**src/rtl/button_event_conditioner.sv**
```systemverilog
// Multi-channel button conditioner: 2-FF sync, polarity fix, counter debounce,
// and registered press / release / long-press / auto-repeat pulses plus sticky press flags.
module button_event_conditioner #(
  parameter int N_CH         = 3,
  parameter bit ACTIVE_LOW   = 1'b1,
  parameter int DEBOUNCE_CYC = 1_000_000,
  parameter int LONG_CYC     = 50_000_000,
  parameter int REPEAT_CYC   = 10_000_000
) (
  input  logic            clk,
  input  logic            rst_n,
  input  logic [N_CH-1:0] btn_in,
  input  logic [N_CH-1:0] repeat_en,
  input  logic [N_CH-1:0] clr,
  output logic [N_CH-1:0] level,
  output logic [N_CH-1:0] press_p,
  output logic [N_CH-1:0] release_p,
  output logic [N_CH-1:0] long_p,
  output logic [N_CH-1:0] repeat_p,
  output logic [N_CH-1:0] event_sticky
);

  localparam int DB_W   = (DEBOUNCE_CYC > 1) ? $clog2(DEBOUNCE_CYC) : 1;
  localparam int HOLD_W = (LONG_CYC > 1) ? $clog2(LONG_CYC) : 1;
  localparam int REP_W  = (REPEAT_CYC > 1) ? $clog2(REPEAT_CYC) : 1;

  localparam logic [DB_W-1:0]   DB_LAST   = DB_W'(DEBOUNCE_CYC - 1);
  localparam logic [HOLD_W-1:0] HOLD_LAST = HOLD_W'(LONG_CYC - 1);
  localparam logic [REP_W-1:0]  REP_LAST  = REP_W'(REPEAT_CYC - 1);

  typedef enum logic [1:0] {
    IDLE    = 2'd0,
    PRESSED = 2'd1,
    HELD    = 2'd2
  } hold_state_e;

  // Polarity is folded in before the first flop, so 0 always means released.
  logic [N_CH-1:0] sync_q1;
  logic [N_CH-1:0] sync_q2;

  always_ff @(posedge clk) begin
    if (!rst_n) begin
      sync_q1 <= '0;
      sync_q2 <= '0;
    end else begin
      sync_q1 <= btn_in ^ {N_CH{ACTIVE_LOW}};
      sync_q2 <= sync_q1;
    end
  end

  for (genvar ch = 0; ch < N_CH; ch++) begin : g_ch
    logic              raw_s;
    logic [DB_W-1:0]   db_cnt;
    logic              level_q;
    logic              press_q;
    logic              release_q;
    logic              sticky_q;
    logic              db_done;
    logic              rise_now;
    logic              fall_now;

    hold_state_e       state_q;
    hold_state_e       state_d;
    logic [HOLD_W-1:0] hold_cnt_q;
    logic [HOLD_W-1:0] hold_cnt_d;
    logic [REP_W-1:0]  rep_cnt_q;
    logic [REP_W-1:0]  rep_cnt_d;
    logic              long_q;
    logic              long_d;
    logic              repeat_q;
    logic              repeat_d;

    assign raw_s    = sync_q2[ch];
    assign db_done  = (raw_s != level_q) && (db_cnt == DB_LAST);
    assign rise_now = db_done && raw_s;
    assign fall_now = db_done && !raw_s;

    // Debounce counter, level and edge pulses; sticky is set by the press_p already on the output.
    always_ff @(posedge clk) begin
      if (!rst_n) begin
        db_cnt    <= '0;
        level_q   <= 1'b0;
        press_q   <= 1'b0;
        release_q <= 1'b0;
        sticky_q  <= 1'b0;
      end else begin
        if ((raw_s == level_q) || db_done) begin
          db_cnt <= '0;
        end else begin
          db_cnt <= db_cnt + DB_W'(1);
        end
        if (db_done) begin
          level_q <= raw_s;
        end
        press_q   <= rise_now;
        release_q <= fall_now;
        sticky_q  <= press_q | (sticky_q & ~clr[ch]);
      end
    end

    always_ff @(posedge clk) begin
      if (!rst_n) begin
        state_q    <= IDLE;
        hold_cnt_q <= '0;
        rep_cnt_q  <= '0;
        long_q     <= 1'b0;
        repeat_q   <= 1'b0;
      end else begin
        state_q    <= state_d;
        hold_cnt_q <= hold_cnt_d;
        rep_cnt_q  <= rep_cnt_d;
        long_q     <= long_d;
        repeat_q   <= repeat_d;
      end
    end

    // A release seen on a threshold edge takes priority, so no late long/repeat pulse escapes.
    always_comb begin
      state_d    = state_q;
      hold_cnt_d = hold_cnt_q;
      rep_cnt_d  = rep_cnt_q;
      long_d     = 1'b0;
      repeat_d   = 1'b0;
      unique case (state_q)
        IDLE: begin
          if (rise_now) begin
            state_d    = PRESSED;
            hold_cnt_d = '0;
            rep_cnt_d  = '0;
          end
        end
        PRESSED: begin
          if (fall_now) begin
            state_d    = IDLE;
            hold_cnt_d = '0;
            rep_cnt_d  = '0;
          end else if (hold_cnt_q == HOLD_LAST) begin
            state_d    = HELD;
            long_d     = 1'b1;
            hold_cnt_d = '0;
            rep_cnt_d  = '0;
          end else begin
            hold_cnt_d = hold_cnt_q + HOLD_W'(1);
          end
        end
        HELD: begin
          if (fall_now) begin
            state_d    = IDLE;
            hold_cnt_d = '0;
            rep_cnt_d  = '0;
          end else if (!repeat_en[ch]) begin
            rep_cnt_d = '0;
          end else if (rep_cnt_q == REP_LAST) begin
            repeat_d  = 1'b1;
            rep_cnt_d = '0;
          end else begin
            rep_cnt_d = rep_cnt_q + REP_W'(1);
          end
        end
        default: begin
          state_d    = IDLE;
          hold_cnt_d = '0;
          rep_cnt_d  = '0;
        end
      endcase
    end

    assign level[ch]        = level_q;
    assign press_p[ch]      = press_q;
    assign release_p[ch]    = release_q;
    assign long_p[ch]       = long_q;
    assign repeat_p[ch]     = repeat_q;
    assign event_sticky[ch] = sticky_q;
  end

endmodule
```
**config.mk**
```make
export PLATFORM = sky130hd
export DESIGN_NAME = button_event_conditioner
export DESIGN_NICKNAME = d
export VERILOG_FILES = /design/src/rtl/button_event_conditioner.sv
export SDC_FILE = /design/constraint.sdc
export NUM_CORES = 1
export LEC_CHECK = 0
export ABC_CLOCK_PERIOD_IN_PS = 3200
export CAP_MARGIN = 30
export CORE_UTILIZATION = 40
export CTS_CLUSTER_DIAMETER = 80
export DETAILED_ROUTE_END_ITERATION = 12
export GPL_ROUTABILITY_DRIVEN = 1
export GPL_TIMING_DRIVEN = 0
export PLACE_DENSITY = 0.53
export SLEW_MARGIN = 20
export SYNTH_ARGS = -nofsm -noshare
export SYNTH_HDL_FRONTEND = slang
export SYNTH_SLANG_ARGS = --single-unit
```
**constraint.sdc**
```tcl
create_clock -name clk -period 3.2 [get_ports clk]
set_input_delay 0.64 -clock clk [delete_from_list [all_inputs] [get_ports clk]]
set_output_delay 0.64 -clock clk [all_outputs]
set_load 0.05 [all_outputs]
```
==> flow_summary.yaml <==
min_path:
  hold_path_class: "flip-flop to flip-flop"
  holdPathStages: 1
  worstHoldStart: "sync_q1[0]$_SDFF_PN0_"
  holdPathEnd: "sync_q2[0]$_SDFF_PN0_"
cells_and_area:
  fillers: 2794
  layout_common_cells: "240 x dfxtp_1, 208 x nor2_1, 89 x nand3_1"
  final_common_cell: "dfxtp_1"
  area_growth_pct: 14.8
  diodes: 0
  drive_gt1_share_pct: 7.22
  fin_nets: 1468
timing:
  max_slew.worst_pin.slew_ns: 0.930
  rsz0062_at_grt: "false"
  slew_headroom_pct: 37.7
  post-route-period-util_pct: 92.8
  timing.fmax_mhz: 337
  maxSlewViolCount: 0
  period_needed_ns: 2.97
  hold_viol: 0
  skew_ns: 0.0120
  setup_tns_ns: 0
  setup_viol: 0
critical_path:
  r2r-start: "g_ch[0].db_cnt[0]$_SDFF_PP0_"
  path_buf_inv: 2
  reg2reg_depth: 9
  arrival_ns: 3.39
  critPathRequiredTime_ns: 3.62
  critPathSlowestCell: "or4_1"
  cp_top_family: "simple AND/OR/NAND/NOR gates"
  critPathKind: "flip-flop to flip-flop"
  slowest_delay_ns: 0.59
  reg2reg_slack_ns: 0.23
  path_max_fanout: 10
  end_kind: "flip-flop"
  crit_chain: "ha_1 -> nand3_1 -> or4_1 -> nor3_1 -> clkbuf_2 -> a21oi_1 -> o21ai_4 -> buf_2 -> nor2_1"
  regToRegEndpoint: "g_ch[0].rep_cnt_q[12]$_SDFFE_PN0P_"
  crit_path_start_kind: "flip-flop"
synth:
  avgSynthCellArea_um2: 8.29
  yosysUniqueCellTypes: 67
  yosysTopAreaCell: "dfxtp_1"
  synth_area_leaders: "dfxtp_1 42%, nor2_1 6.8%, xor2_1 4.8%"
  synth_edf_count: 0
  ys_warn_count: 0
  ys.flop_type: "dfxtp_1"
  ys_ff_latch: 240
  synth_top_area_share_pct: 41.8
  syn_nets: 1408
  synth-seq-area-share_pct: 41.8
  synth_area_um2: 11500
  netlist_instances: 1388
  postSynth.asyncResetShare_pct: 0
power:
  p_leak_uw: 0.00418
  p_per_area_nw_per_um2: 474
  worst_ir_drop_vdd_uv: 320
  power.total_uw: 6260
drt:
  drt-pass1-iter-count: 5
  vias: 9948
  wl_per_cell_um: 14.7
  drc: 0
  via_per_inst: 5.39
  wl_um: 27200
  dr.first_iter.drc_count: 588
  detail-route-antenna-nets: 0
clock_tree:
  path_clk_slew_ns: 0.06
  clk_latency_ns: 0.54
  cts_inserted_buffers: 28
  cts_hold_buf: 0
  cts-root-buf: "clkbuf_16"
  htreeDepth: 1
  postCtsSetupBuffers: 0
  cts.path.max_buffers: 3
  tritoncts: "yes"
  cts.sinks: 240
status:
  status: "completed"
grt:
  use_met3_pct: 2.37
  overflow: 0
  grt_first_pass_wirelength_um: 45600
  use_met2_pct: 31.1
  grt_max_degree: 14
  grt_use_met1_pct: 25.6
  grt_pass1_vias: 9255
  antenna_found_initial: 0
  top_usage_layer: "met2"
  grt_usage_pct: 18.7
die:
  coreArea_um2: 28000
  io_pins: 29
  start_util_pct: 41.1
  die_h_um: 172
  die_x_um: 172
  dieArea_um2: 29400
  rows: 61
placed_design:
  port_buffers: 27
  hpwl_um: 18600
  gp_congestion: 0.791
run:
  max_cap_violations: 0
state kept, by name, indices dropped and copies added (netlist names):
signal / count
g_ch.state_q: 6
g_ch.db_cnt: 60
g_ch.repeat_q: 3
g_ch.sticky_q: 3
g_ch.hold_cnt_q: 78
g_ch.rep_cnt_q: 72
sync_q1: 3
g_ch.press_q: 3
g_ch.long_q: 3
g_ch.level_q: 3
sync_q2: 3
g_ch.release_q: 3
logic make-up (layout without fill, tap and decap cells):
| kind of cell | after synthesis | after routing | share of synthesized area [%] |
|---|---|---|---|
| simple gates | 717 | 717 | 32.9 |
| compound gates | 191 | 191 | 10.1 |
| xor+xnor | 125 | 125 | 9.52 |
| buf+inv | 99 | 179 | 4.08 |
| fa+ha+maj | 9 | 9 | 0.979 |
| mux | 7 | 7 | 0.642 |
| flops | 240 | 240 | 41.8 |
timing repair:
| item | CTS | global route |
|---|---|---|
| gates resized for setup | 0 | 6 |
| endpoints found under the setup margin | 30 | 47 |
| pin swaps | 0 | 0 |
worst max path at each step:
stage | from | slack, ns | depth (start not counted) | end
after floorplan | g_ch[0].db_cnt[0]$_SDFF_PP0_ | 0.56 | 9 | g_ch[0].hold_cnt_q[10]$_SDFFE_PN0P_
after global placement | g_ch[2].rep_cnt_q[0]$_SDFFE_PN0P_ | -0.03 | 8 | g_ch[2].rep_cnt_q[16]$_SDFFE_PN0P_
after detailed placement | g_ch[0].db_cnt[0]$_SDFF_PP0_ | -0.04 | 9 | g_ch[0].hold_cnt_q[15]$_SDFFE_PN0P_
after CTS | g_ch[0].db_cnt[0]$_SDFF_PP0_ | -0.05 | 9 | g_ch[0].hold_cnt_q[15]$_SDFFE_PN0P_
after global routing | g_ch[1].db_cnt[7]$_SDFF_PP0_ | 0.02 | 8 | g_ch[1].hold_cnt_q[15]$_SDFFE_PN0P_
final | g_ch[0].db_cnt[0]$_SDFF_PP0_ | 0.23 | 9 | g_ch[0].rep_cnt_q[12]$_SDFFE_PN0P_
layout make-up:
cell class / instances / area [um2] / area share [%]
buffer: 71 / 364 / 2.76
inverter: 28 / 105 / 0.796
timing repair buffer: 30 / 285 / 2.16
clock buffer: 43 / 848 / 6.42
multi-input combinational: 1049 / 6260 / 47.4
tap: 378 / 473 / 3.58
sequential: 240 / 4800 / 36.4
clock inverter: 7 / 65.1 / 0.493
power by group:
part           switching [uW]  internal, uW
Combinational            73.0          29.7
Sequential               6.47          3000
Clock                    1260          1890
Total                    1340          4920
synthesized netlist by cell type, types with 21 or more instances:
master,number
dfxtp_1,240
nor2_1,208
inv_1,27
nor3_1,44
nor4_1,29
nand3_1,89
nand4_1,64
or3_1,34
o31ai_1,21
xnor2_1,62
nand2_1,81
or4_1,25
clkbuf_1,39
and3_1,36
a21oi_1,71
xor2_1,63
o21ai_0,44
stage by stage:
stage / util (%) / cells / area [um2] / setup slack (ns) / hold WS (ns)
after floorplan: - / 1388 / 11500 / 0.560 / 0.412
after global routing: 47.1 / 1846 / 13200 / 0.0219 / 0.446
after detailed placement: 43.8 / 1795 / 12300 / -0.0377 / 0.420
after global placement: 43.7 / 1793 / 12200 / -0.0265 / 0.415
after CTS: 47.0 / 1845 / 13200 / -0.0512 / 0.437
final: 47.1 / 1846 / 13200 / 0.231 / 0.433
layer usage:
metal,wire (um),vias up
met5,0,-
met4,535,0
met3,890,40
met2,12400,166
met1,13300,4655
li1,-,5087
(Power assumes the default switching activity.)
